$ cat config.mk
export PLATFORM = sky130hd
export DESIGN_NAME = i2c_target_regfile_flat
export DESIGN_NICKNAME = d
export VERILOG_FILES = /design/src/rtl/i2c_pkg.sv /design/src/rtl/i2c_target_regfile_if.sv /design/src/rtl/i2c_line_filter.sv /design/src/rtl/i2c_target_regfile.sv /design/src/flat_wrapper.sv
export SDC_FILE = /design/constraint.sdc
export NUM_CORES = 1
export LEC_CHECK = 0
export ABC_AREA = 1
export BUFFER_PORTS_ARGS = -buffer_cell sky130_fd_sc_hd__buf_2
export CAP_MARGIN = 25
export CORE_AREA = 2 2 95 97
export CTS_CLUSTER_DIAMETER = 100
export CTS_CLUSTER_SIZE = 10
export DETAILED_ROUTE_END_ITERATION = 8
export DIE_AREA = 0 0 97 99
export SLEW_MARGIN = 20
export SYNTH_ARGS = -nofsm -noshare
export SYNTH_HDL_FRONTEND = slang
export SYNTH_HIERARCHICAL = 1
export SYNTH_SLANG_ARGS = --single-unit
$ cat constraint.sdc
create_clock -name clk -period 2.1 [get_ports clk]
set_input_delay 0.42 -clock clk [delete_from_list [all_inputs] [get_ports clk]]
set_output_delay 0.42 -clock clk [all_outputs]
set_load 0.05 [all_outputs]
$ cat src/rtl/i2c_pkg.sv
// Shared types and constants for the I2C register-file target.
package i2c_pkg;

  typedef enum logic [3:0] {
    ST_IDLE,
    ST_ADDR,
    ST_ADDR_ACK,
    ST_PTR,
    ST_PTR_ACK,
    ST_WDATA,
    ST_WDATA_ACK,
    ST_RDATA,
    ST_RACK
  } i2c_state_e;

  localparam logic ACK  = 1'b0;
  localparam logic NACK = 1'b1;

  localparam int HDR_RW_BIT   = 0;
  localparam int HDR_ADDR_LSB = 1;
  localparam int HDR_ADDR_MSB = 7;

  function automatic logic hdr_match(input logic [7:0] hdr, input logic [6:0] dev);
    return hdr[HDR_ADDR_MSB:HDR_ADDR_LSB] == dev;
  endfunction

endpackage

$ cat src/rtl/i2c_target_regfile_if.sv
// Host-side register port: write strobe plus a continuously-indexed read path.
interface i2c_target_regfile_if #(
  parameter int PTR_W = 4
);
  logic             wr_en;
  logic [PTR_W-1:0] wr_addr;
  logic [7:0]       wr_data;
  logic [PTR_W-1:0] rd_addr;
  logic [7:0]       rd_data;

  modport master (output wr_en, wr_addr, wr_data, rd_addr, input rd_data);
  modport slave  (input wr_en, wr_addr, wr_data, rd_addr, output rd_data);
endinterface

$ cat src/rtl/i2c_line_filter.sv
// Two-flop synchroniser, FILT_LEN-sample glitch filter and edge strobes for one bus line.
module i2c_line_filter #(
  parameter int FILT_LEN = 3
) (
  input  logic clk,
  input  logic rst_n,
  input  logic line_i,
  output logic filt_o,
  output logic rise_o,
  output logic fall_o
);
  localparam int CW = $clog2(FILT_LEN) + 1;

  logic [1:0]    sync_q;
  logic [CW-1:0] cnt_q, cnt_d;
  logic          filt_q, filt_d;
  logic          rise_q, fall_q;

  // Count consecutive samples that disagree with the filtered value; flip on the FILT_LEN-th.
  always_comb begin
    cnt_d  = '0;
    filt_d = filt_q;
    if (sync_q[1] != filt_q) begin
      if (cnt_q == CW'(FILT_LEN - 1)) filt_d = sync_q[1];
      else                            cnt_d  = cnt_q + CW'(1);
    end
  end

  // Idle bus is high, so reset to 1 to avoid a spurious edge out of reset.
  always_ff @(posedge clk or negedge rst_n) begin
    if (!rst_n) begin
      sync_q <= 2'b11;
      cnt_q  <= '0;
      filt_q <= 1'b1;
      rise_q <= 1'b0;
      fall_q <= 1'b0;
    end else begin
      sync_q <= {sync_q[0], line_i};
      cnt_q  <= cnt_d;
      filt_q <= filt_d;
      rise_q <= filt_d & ~filt_q;
      fall_q <= ~filt_d & filt_q;
    end
  end

  assign filt_o = filt_q;
  assign rise_o = rise_q;
  assign fall_o = fall_q;

endmodule

$ cat src/rtl/i2c_target_regfile.sv
// Oversampled I2C target with an auto-incrementing register pointer and burst read/write.
module i2c_target_regfile
  import i2c_pkg::*;
#(
  parameter logic [6:0] DEV_ADDR = 7'h54,
  parameter int         NREGS    = 16,
  parameter int         PTR_W    = $clog2(NREGS),
  parameter int         FILT_LEN = 3
) (
  input  logic clk,
  input  logic rst_n,
  input  logic scl_in,
  input  logic sda_in,
  output logic sda_oe,
  output logic busy,
  output logic addr_hit,
  i2c_target_regfile_if.master reg_if
);

  logic scl_f, scl_rise, scl_fall;
  logic sda_f, sda_rise, sda_fall;
  logic start_evt, stop_evt;

  i2c_line_filter #(.FILT_LEN(FILT_LEN)) u_scl (
    .clk, .rst_n, .line_i(scl_in), .filt_o(scl_f), .rise_o(scl_rise), .fall_o(scl_fall)
  );
  i2c_line_filter #(.FILT_LEN(FILT_LEN)) u_sda (
    .clk, .rst_n, .line_i(sda_in), .filt_o(sda_f), .rise_o(sda_rise), .fall_o(sda_fall)
  );

  assign start_evt = sda_fall & scl_f;
  assign stop_evt  = sda_rise & scl_f;

  i2c_state_e       state_q, state_d;
  logic [2:0]       bitcnt_q, bitcnt_d;
  logic [7:0]       shift_q, shift_d;
  logic [PTR_W-1:0] ptr_q, ptr_d;
  logic             ph_q, ph_d;
  logic             oe_q, oe_d;
  logic             busy_q, busy_d;
  logic             hit_q, hit_d;
  logic             wen_q, wen_d;
  logic [PTR_W-1:0] waddr_q, waddr_d;
  logic [7:0]       wdata_q, wdata_d;

  logic [7:0]       rx_byte;
  logic [PTR_W-1:0] ptr_inc, ptr_mod;

  assign rx_byte = {shift_q[6:0], sda_f};
  assign ptr_inc = (ptr_q == PTR_W'(NREGS - 1)) ? '0 : ptr_q + PTR_W'(1);
  assign ptr_mod = PTR_W'(32'(rx_byte) % 32'(NREGS));

  // ph_q marks that the ACK-slot rising edge has passed; the next fall ends the slot.
  always_comb begin
    state_d  = state_q;
    bitcnt_d = bitcnt_q;
    shift_d  = shift_q;
    ptr_d    = ptr_q;
    ph_d     = ph_q;
    oe_d     = oe_q;
    busy_d   = busy_q;
    hit_d    = 1'b0;
    wen_d    = 1'b0;
    waddr_d  = waddr_q;
    wdata_d  = wdata_q;
    if (stop_evt) begin
      state_d = ST_IDLE;
      oe_d    = 1'b0;
      busy_d  = 1'b0;
    end else if (start_evt) begin
      state_d  = ST_ADDR;
      bitcnt_d = '0;
      oe_d     = 1'b0;
    end else begin
      unique case (state_q)
        ST_ADDR, ST_PTR, ST_WDATA: if (scl_rise) begin
          shift_d  = rx_byte;
          bitcnt_d = bitcnt_q + 3'd1;
          if (bitcnt_q == 3'd7) begin
            ph_d = 1'b0;
            case (state_q)
              ST_ADDR: begin
                if (hdr_match(rx_byte, DEV_ADDR)) begin
                  hit_d   = 1'b1;
                  busy_d  = 1'b1;
                  state_d = ST_ADDR_ACK;
                end else begin
                  state_d = ST_IDLE;
                end
              end
              ST_PTR: begin
                ptr_d   = ptr_mod;
                state_d = ST_PTR_ACK;
              end
              default: begin
                wen_d   = 1'b1;
                waddr_d = ptr_q;
                wdata_d = rx_byte;
                ptr_d   = ptr_inc;
                state_d = ST_WDATA_ACK;
              end
            endcase
          end
        end
        ST_ADDR_ACK, ST_PTR_ACK, ST_WDATA_ACK: begin
          if (scl_rise) begin
            ph_d = 1'b1;
          end else if (scl_fall) begin
            if (!ph_q) begin
              oe_d = ~ACK;
            end else begin
              oe_d     = 1'b0;
              bitcnt_d = '0;
              if (state_q == ST_ADDR_ACK && shift_q[HDR_RW_BIT]) begin
                shift_d = reg_if.rd_data;
                oe_d    = ~reg_if.rd_data[7];
                state_d = ST_RDATA;
              end else begin
                state_d = (state_q == ST_ADDR_ACK) ? ST_PTR : ST_WDATA;
              end
            end
          end
        end
        // Rotate so the next outgoing bit is always in shift_q[6] at the falling edge.
        ST_RDATA: begin
          if (scl_rise) begin
            bitcnt_d = bitcnt_q + 3'd1;
            if (bitcnt_q == 3'd7) begin
              ptr_d   = ptr_inc;
              ph_d    = 1'b0;
              state_d = ST_RACK;
            end
          end else if (scl_fall) begin
            shift_d = {shift_q[6:0], shift_q[7]};
            oe_d    = ~shift_q[6];
          end
        end
        ST_RACK: begin
          if (scl_rise) begin
            if (sda_f == NACK) state_d = ST_IDLE;
            else               ph_d    = 1'b1;
          end else if (scl_fall) begin
            if (!ph_q) begin
              oe_d = 1'b0;
            end else begin
              shift_d  = reg_if.rd_data;
              oe_d     = ~reg_if.rd_data[7];
              bitcnt_d = '0;
              state_d  = ST_RDATA;
            end
          end
        end
        default: ;
      endcase
    end
  end

  always_ff @(posedge clk or negedge rst_n) begin
    if (!rst_n) begin
      state_q  <= ST_IDLE;
      bitcnt_q <= '0;
      shift_q  <= '0;
      ptr_q    <= '0;
      ph_q     <= 1'b0;
      oe_q     <= 1'b0;
      busy_q   <= 1'b0;
      hit_q    <= 1'b0;
      wen_q    <= 1'b0;
      waddr_q  <= '0;
      wdata_q  <= '0;
    end else begin
      state_q  <= state_d;
      bitcnt_q <= bitcnt_d;
      shift_q  <= shift_d;
      ptr_q    <= ptr_d;
      ph_q     <= ph_d;
      oe_q     <= oe_d;
      busy_q   <= busy_d;
      hit_q    <= hit_d;
      wen_q    <= wen_d;
      waddr_q  <= waddr_d;
      wdata_q  <= wdata_d;
    end
  end

  assign sda_oe         = oe_q;
  assign busy           = busy_q;
  assign addr_hit       = hit_q;
  assign reg_if.wr_en   = wen_q;
  assign reg_if.wr_addr = waddr_q;
  assign reg_if.wr_data = wdata_q;
  assign reg_if.rd_addr = ptr_q;

endmodule

$ cat src/flat_wrapper.sv
// flat-port wrapper written by rule: the top's interface ports become plain ports
module i2c_target_regfile_flat import i2c_pkg::*;
#(
  parameter logic [6:0] DEV_ADDR = 7'h54,
  parameter int         NREGS    = 16,
  parameter int         PTR_W    = $clog2(NREGS),
  parameter int         FILT_LEN = 3
)
  (clk, rst_n, scl_in, sda_in, sda_oe, busy, addr_hit, reg_if_wr_en, reg_if_wr_addr, reg_if_wr_data, reg_if_rd_addr, reg_if_rd_data);
  i2c_target_regfile_if #(.PTR_W(PTR_W)) reg_if_i ();
  input  logic clk;
  input  logic rst_n;
  input  logic scl_in;
  input  logic sda_in;
  output logic sda_oe;
  output logic busy;
  output logic addr_hit;
  output wire logic [$bits(reg_if_i.wr_en)-1:0] reg_if_wr_en;
  output wire logic [$bits(reg_if_i.wr_addr)-1:0] reg_if_wr_addr;
  output wire logic [$bits(reg_if_i.wr_data)-1:0] reg_if_wr_data;
  output wire logic [$bits(reg_if_i.rd_addr)-1:0] reg_if_rd_addr;
  input wire logic [$bits(reg_if_i.rd_data)-1:0] reg_if_rd_data;
  assign reg_if_wr_en = reg_if_i.wr_en;
  assign reg_if_wr_addr = reg_if_i.wr_addr;
  assign reg_if_wr_data = reg_if_i.wr_data;
  assign reg_if_rd_addr = reg_if_i.rd_addr;
  assign reg_if_i.rd_data = reg_if_rd_data;
  i2c_target_regfile #(.DEV_ADDR(DEV_ADDR), .NREGS(NREGS), .PTR_W(PTR_W), .FILT_LEN(FILT_LEN)) u_core (.clk(clk), .rst_n(rst_n), .scl_in(scl_in), .sda_in(sda_in), .sda_oe(sda_oe), .busy(busy), .addr_hit(addr_hit), .reg_if(reg_if_i));
endmodule
# After elaboration in Yosys (flattened, before gate mapping)
# Index checks and enable logic that the tools add are counted.
[classes] addsub=4 n_eq_ne=53 n_mux=88 n_bitwise=15 reduce_logical=25
[op_table] cell="8-bit 2-to-1 mux" count=10
[op_table] cell="4-bit 2-to-1 mux" count=19
[op_table] cell="1-bit 2-to-1 mux" count=40
[op_table] cell="4-bit by 2-bit inequality test with 1-bit output (second input constant)" count=8
[op_table] cell="8-bit case mux with 4 select lines" count=1
[op_table] cell="3-bit 2-to-1 mux" count=10
[op_table] cell="2-bit inequality test (second input constant)" count=13
[op_table] cell="6-bit AND reduction" count=3
[op_table] cell="4-bit by 3-bit equality test with 1-bit output (second input constant)" count=4
[op_table] cell="4-bit case mux with 2 select lines" count=2
[op_table] cell="4-bit case mux with 4 select lines" count=1
[op_table] cell="8-bit AND reduction" count=2
[op_table] cell="2-bit by 1-bit inequality test with 1-bit output (second input constant)" count=7
[op_table] cell="13-bit AND reduction" count=1
[op_table] cell="4-bit by 1-bit inequality test with 1-bit output (second input constant)" count=3
[op_table] cell="3-bit case mux with 2 select lines" count=2
[op_table] cell="2-bit nonzero test" count=6
[op_table] cell="11-bit AND reduction" count=1
[op_table] cell="5-bit by 3-bit inequality test with 1-bit output (second input constant)" count=2
[op_table] cell="3-bit by 1-bit adder with 3-bit output (second input constant)" count=3
[op_table] cell="3-bit by 1-bit inequality test with 1-bit output (second input constant)" count=3
[op_table] cell="1-bit NOT" count=9
[op_table] cell="4-bit by 2-bit equality test with 1-bit output (second input constant)" count=2
[op_table] cell="4-bit equality test (second input constant)" count=2
[op_table] cell="20 further kinds" count=31
[totals] regBits=52

# Depth between registers and ports, before layout
[logic_depth] depth_word=9 depth_mapped=11 depth_no_buf=10

# By module
# Netlist, hierarchy kept.
[modules_own_cells] mod="i2c_target_regfile" n_inst=1 cells_per_inst=311 area_per_inst_um2=2303.5 seq_area_each_um2=900.9
[modules_own_cells] mod="i2c_line_filter at u_core.u_sda" n_inst=1 cells_per_inst=32 area_per_inst_um2=309.0 seq_area_each_um2=203.9
[modules_own_cells] mod="i2c_line_filter at u_core.u_scl" n_inst=1 cells_per_inst=29 area_per_inst_um2=301.5 seq_area_each_um2=203.9

# Least setup slack after synthesis
# Ideal clock, no wire load.
[synth_timing] path_kind="register -> register" startpoint="register u_core.bitcnt_q[0]" endpoint="register u_core.waddr_q[3] (netlist: u_core/reg_if.wr_addr[3])" setup_time_ns=0.123 arrival_ns=1.400 required_ns=1.977 setup_slack_ns=0.577 path_stages_with_launch=9 path_cell_list="dfrtp_1 > ha_1 > ha_1 > inv_1 > nor3_2 > nand4_2 > buf_4 > nand2_1 > o21ai_1"
[synth_via] elab_chain_cells=2
[synth_lines] element="from (decl)" line_no="i2c_target_regfile.sv:35" source="logic [2:0] bitcnt_q, bitcnt_d;"
[synth_lines] element="from (signal assigned)" line_no="i2c_target_regfile.sv:173" source="bitcnt_q <= bitcnt_d;"
[synth_lines] element="3-bit equality test" line_no="i2c_target_regfile.sv:79" source="if (bitcnt_q == 3'd7) begin"
[synth_lines] element="6-bit AND reduction (no line)"
[synth_lines] element="to (signal assigned)" line_no="i2c_target_regfile.sv:181" source="waddr_q <= waddr_d;"
[synth_lines] element="to (decl)" line_no="i2c_target_regfile.sv:43" source="logic [PTR_W-1:0] waddr_q, waddr_d;"
# Every way passes these cells.
# A chain may end at the register's enable or synchronous reset.

# Final worst setup path
[layout_timing] startpoint="register u_core.state_q[1]" endpoint="register u_core.shift_q[4]"
[layout_via] elab_chain_cells=4
[layout_lines] element="from (decl)" line_no="i2c_target_regfile.sv:34" source="i2c_state_e state_q, state_d;"
[layout_lines] element="from (signal assigned)" line_no="i2c_target_regfile.sv:172" source="state_q <= state_d;"
[layout_lines] element="4-bit by 3-bit equality test with 1-bit output, or another cell as far along" line_no="i2c_target_regfile.sv:75" source="unique case (state_q)"
[layout_lines] element="3-bit OR reduction / 1-bit logical AND (equally long branches)" line_no="i2c_target_regfile.sv:75, i2c_target_regfile.sv:114"
[layout_lines] element="2-bit by 1-bit inequality test with 1-bit output (no line), or another cell as far along"
[layout_lines] element="13-bit AND reduction (no line)"
[layout_lines] element="to (signal assigned)" line_no="i2c_target_regfile.sv:174" source="shift_q <= shift_d;"
[layout_lines] element="to (decl)" line_no="i2c_target_regfile.sv:36" source="logic [7:0] shift_q, shift_d;"
# Several ways; a longest one is shown, not always the timed one.

==> metrics.md <==
| Metric | Value |
|---|---|
| Gpl congestion | `0.960` |
| Kind of critical path | `reg2reg` |
| PortBufs | `31` |
| Drt first pass iters | `6` |
| Worst stage delay on the critical path | `500 ps` |
| Die Wd | `97 um` |
| # fillers | `861` |
| Num CTS Buffers | `5` |
| DR iter-0 viols | `198` |
| Outcome | `finished, final reports clean` |
| Most frequent cells after synthesis | `nand2_1, dfrtp_1, nor2_1` |
| WL per Instance | `12.3 um` |
| Worst Hold Class | `in2async` |
| Final Power | `4.49 mW` |
| CP arrival | `1960 ps` |
| Via count | `2485` |
| Share of the synthesized area in the top cell type | `39.5%` |
| Register area share after synthesis | `44.9%` |
| YS warnings | `6` |
| Power per cell area | `1350 nW/um2` |
| Crit path max fanout | `18` |
| Max_cap viols | `0` |
| Vias in the first global route | `2409` |
| Dpl ws | `369 ps` |
| Clock transition at path regs | `90 ps` |
| Row count | `34` |
| Tmin final | `1760 ps` |
| Critical path endpoint category | `register` |
| Initial antenna violation count | `0` |
| CP most frequent cell | `nand2_4` |
| Post-route ant nets | `0` |
| Dpl cells | `509` |
| Via/cell ratio | `4.81` |
| CTS resizes | `0` |
| Most common cell in the synthesized netlist | `nand2_1` |
| Root Driver | `clkbuf_8` |
| Peak VDD IR | `0.408 mV` |
| Syn avg cell area | `7.83 um2` |
| Non-filler cells, final | `517` |
| Hold buffer count at CTS | `0` |
| Worst hold slack | `85.7 ps` |
| Unrepaired setup endpoints after global routing | `no` |
| Crit path cell chain | `inv_1 > nand2_2 > nand2_4 > nand2_4 > nor2_4 > inv_2 > nand2_4 > nand2_4 > nand2_1 > nand2_1` |
| Floorplan die height | `99 um` |
| Delay-heaviest family, CP | `simple AND/OR/NAND/NOR gates` |
| Initial core utilization | `34.1%` |
| Final hold vios | `0` |
| Nets | `423` |
| Die ar. | `9600 um2` |
| Required time of the critical path | `2300 ps` |
| Largest net degree at the start of global routing | `30` |
| Mapped Nets | `387` |
| Asr flop ratio synth | `100%` |
| Final setup violation count | `0` |
| Ys flop type | `dfrtp_1` |
| Fmax | `0.569 GHz` |
| Leak | `1.72 nW` |
| Crit start category | `register` |
| Clock latency on the worst-skew pair | `310 ps` |
| CP max stage cell | `dfrtp_1` |
| Maximum buffer depth of the clock tree | `2` |
| Max Slew Vio Count | `0` |
| WP buf/inv | `2` |
| Final WL | `6.34 mm` |
| Synth area leaders | `dfrtp_1, nand2_1, nand3_1, dfstp_2, nor2_1` |
| Final Cycle Share | `83.7%` |
| Cell taking the most area after synthesis | `dfrtp_1` |
| Fraction of layout cells with a size suffix above 1 | `20.0%` |
| Drt drc | `0` |
| ANT cells | `0` |
| Total core area | `8550 um2` |
| Worst slew margin | `62.8%` |
| Clock Sinks | `52` |
| HPWL Detailed | `4.84 mm` |
| Cell Area, Synth | `2910 um2` |
| Area Overhead vs Synth | `13.7%` |
| Fin worst setup slack | `343 ps` |
| GR Overflow Total | `0` |
| CTS tree | `built` |
| Number of synthesized flops with an enable pin | `0` |
| Worst Tran Pin Value | `557 ps` |
| Ports | `32` |
| Number of setup buffers added after CTS | `0` |
| Total track usage | `14.1%` |
| H-tree levels | `2` |
| First-pass GRT wire length | `11.0 mm` |
| Unique masters post-synth | `37` |
| Aggregate negative setup slack | `0 ps` |
| Flops & latches, synth | `52` |
| Worst Skew | `13.2 ps` |
| Synthesized instance count | `372` |
[where the power goes]
| part | switching, mW | internal (mW) | total, mW |
|---|---|---|---|
| clock network | 0.334 | 0.360 | 0.695 |
| registers | 0.293 | 1.25 | 1.54 |
| logic | 1.52 | 0.730 | 2.25 |
| total | 2.15 | 2.34 | 4.49 |
[final timing paths]
kind,slack (ps),end,from,depth (start not counted)
hold reg to reg,360,u_core/u_scl/sync_q[1],u_core/u_scl/sync_q[0],0
hold / removal,90,u_core/u_sda/cnt_q[2],rst_n,1
setup reg to reg,340,u_core/shift_q[4],u_core/state_q[1],10
setup / recovery,340,u_core/shift_q[4],u_core/state_q[1],10
min in group clk,200,u_core/u_sda/sync_q[0],sda_in,1
max in group asynchronous,1460,u_core/shift_q[6],rst_n,2
[cells in the final DEF (no fill, tap or decap), types with 2 or more instances in the layout]
cell      instances
inv_1            33
nor2_1           41
nand2_1         114
nor2_4            5
a22oi_1           3
nand2_4           6
dfstp_2           6
o21ai_1           9
o21ai_0          16
nor3_4            2
ha_1              3
buf_4             2
nand3_4           2
dfrtp_1          46
nand3_2           3
nand4_1           5
nand3_1          39
o21ai_2           3
nand2_2           3
a21oi_1           8
inv_2             5
buf_2            31
xnor2_1           2
clkbuf_8          5
[per-stage QoR]
stage               util, %  cell area [um2]
CTS                    38.8             3310
floorplan                 -             2910
detailed placement     37.5             3200
finish                 38.8             3310
global route           38.8             3310
global placement       37.5             3200
[logic make-up after synthesis]
| logic type | share of synthesized area, % |
|---|---|
| fa+ha+maj | 1.29 |
| xor+xnor | 0.902 |
| simple gates | 38.3 |
| flops | 44.9 |
| buf+inv | 6.48 |
| compound gates | 8.16 |
[layout make-up]
class / count / area, um2 / share of cell area (%)
clock buffer: 6 / 72.6 / 2.19
clock inverter: 2 / 38.8 / 1.17
inverter: 40 / 153 / 4.61
multi-input combinational: 275 / 1420 / 42.7
sequential: 52 / 1310 / 39.5
tap: 108 / 135 / 4.08
timing repair buffer: 34 / 190 / 5.74
[registers in the layout, indices dropped and copies added, names as in the netlist, 2 cells and up]
register	flops
u_core/bitcnt_q	3
u_core/state_q	4
u_core/reg_if.rd_addr	4
u_core/reg_if.wr_data	8
u_core/shift_q	8
u_core/reg_if.wr_addr	4
u_core/u_scl/cnt_q	3
u_core/u_sda/sync_q	2
u_core/u_scl/sync_q	2
u_core/u_sda/cnt_q	3
[metal layers]
layer  global-route usage, %  routed length (um)
met1                    18.0                2930
met5                       0                   0
met2                    23.7                3040
met4                    4.77                  86
met3                    3.05                 286
Power figures use the tool's default switching activity.
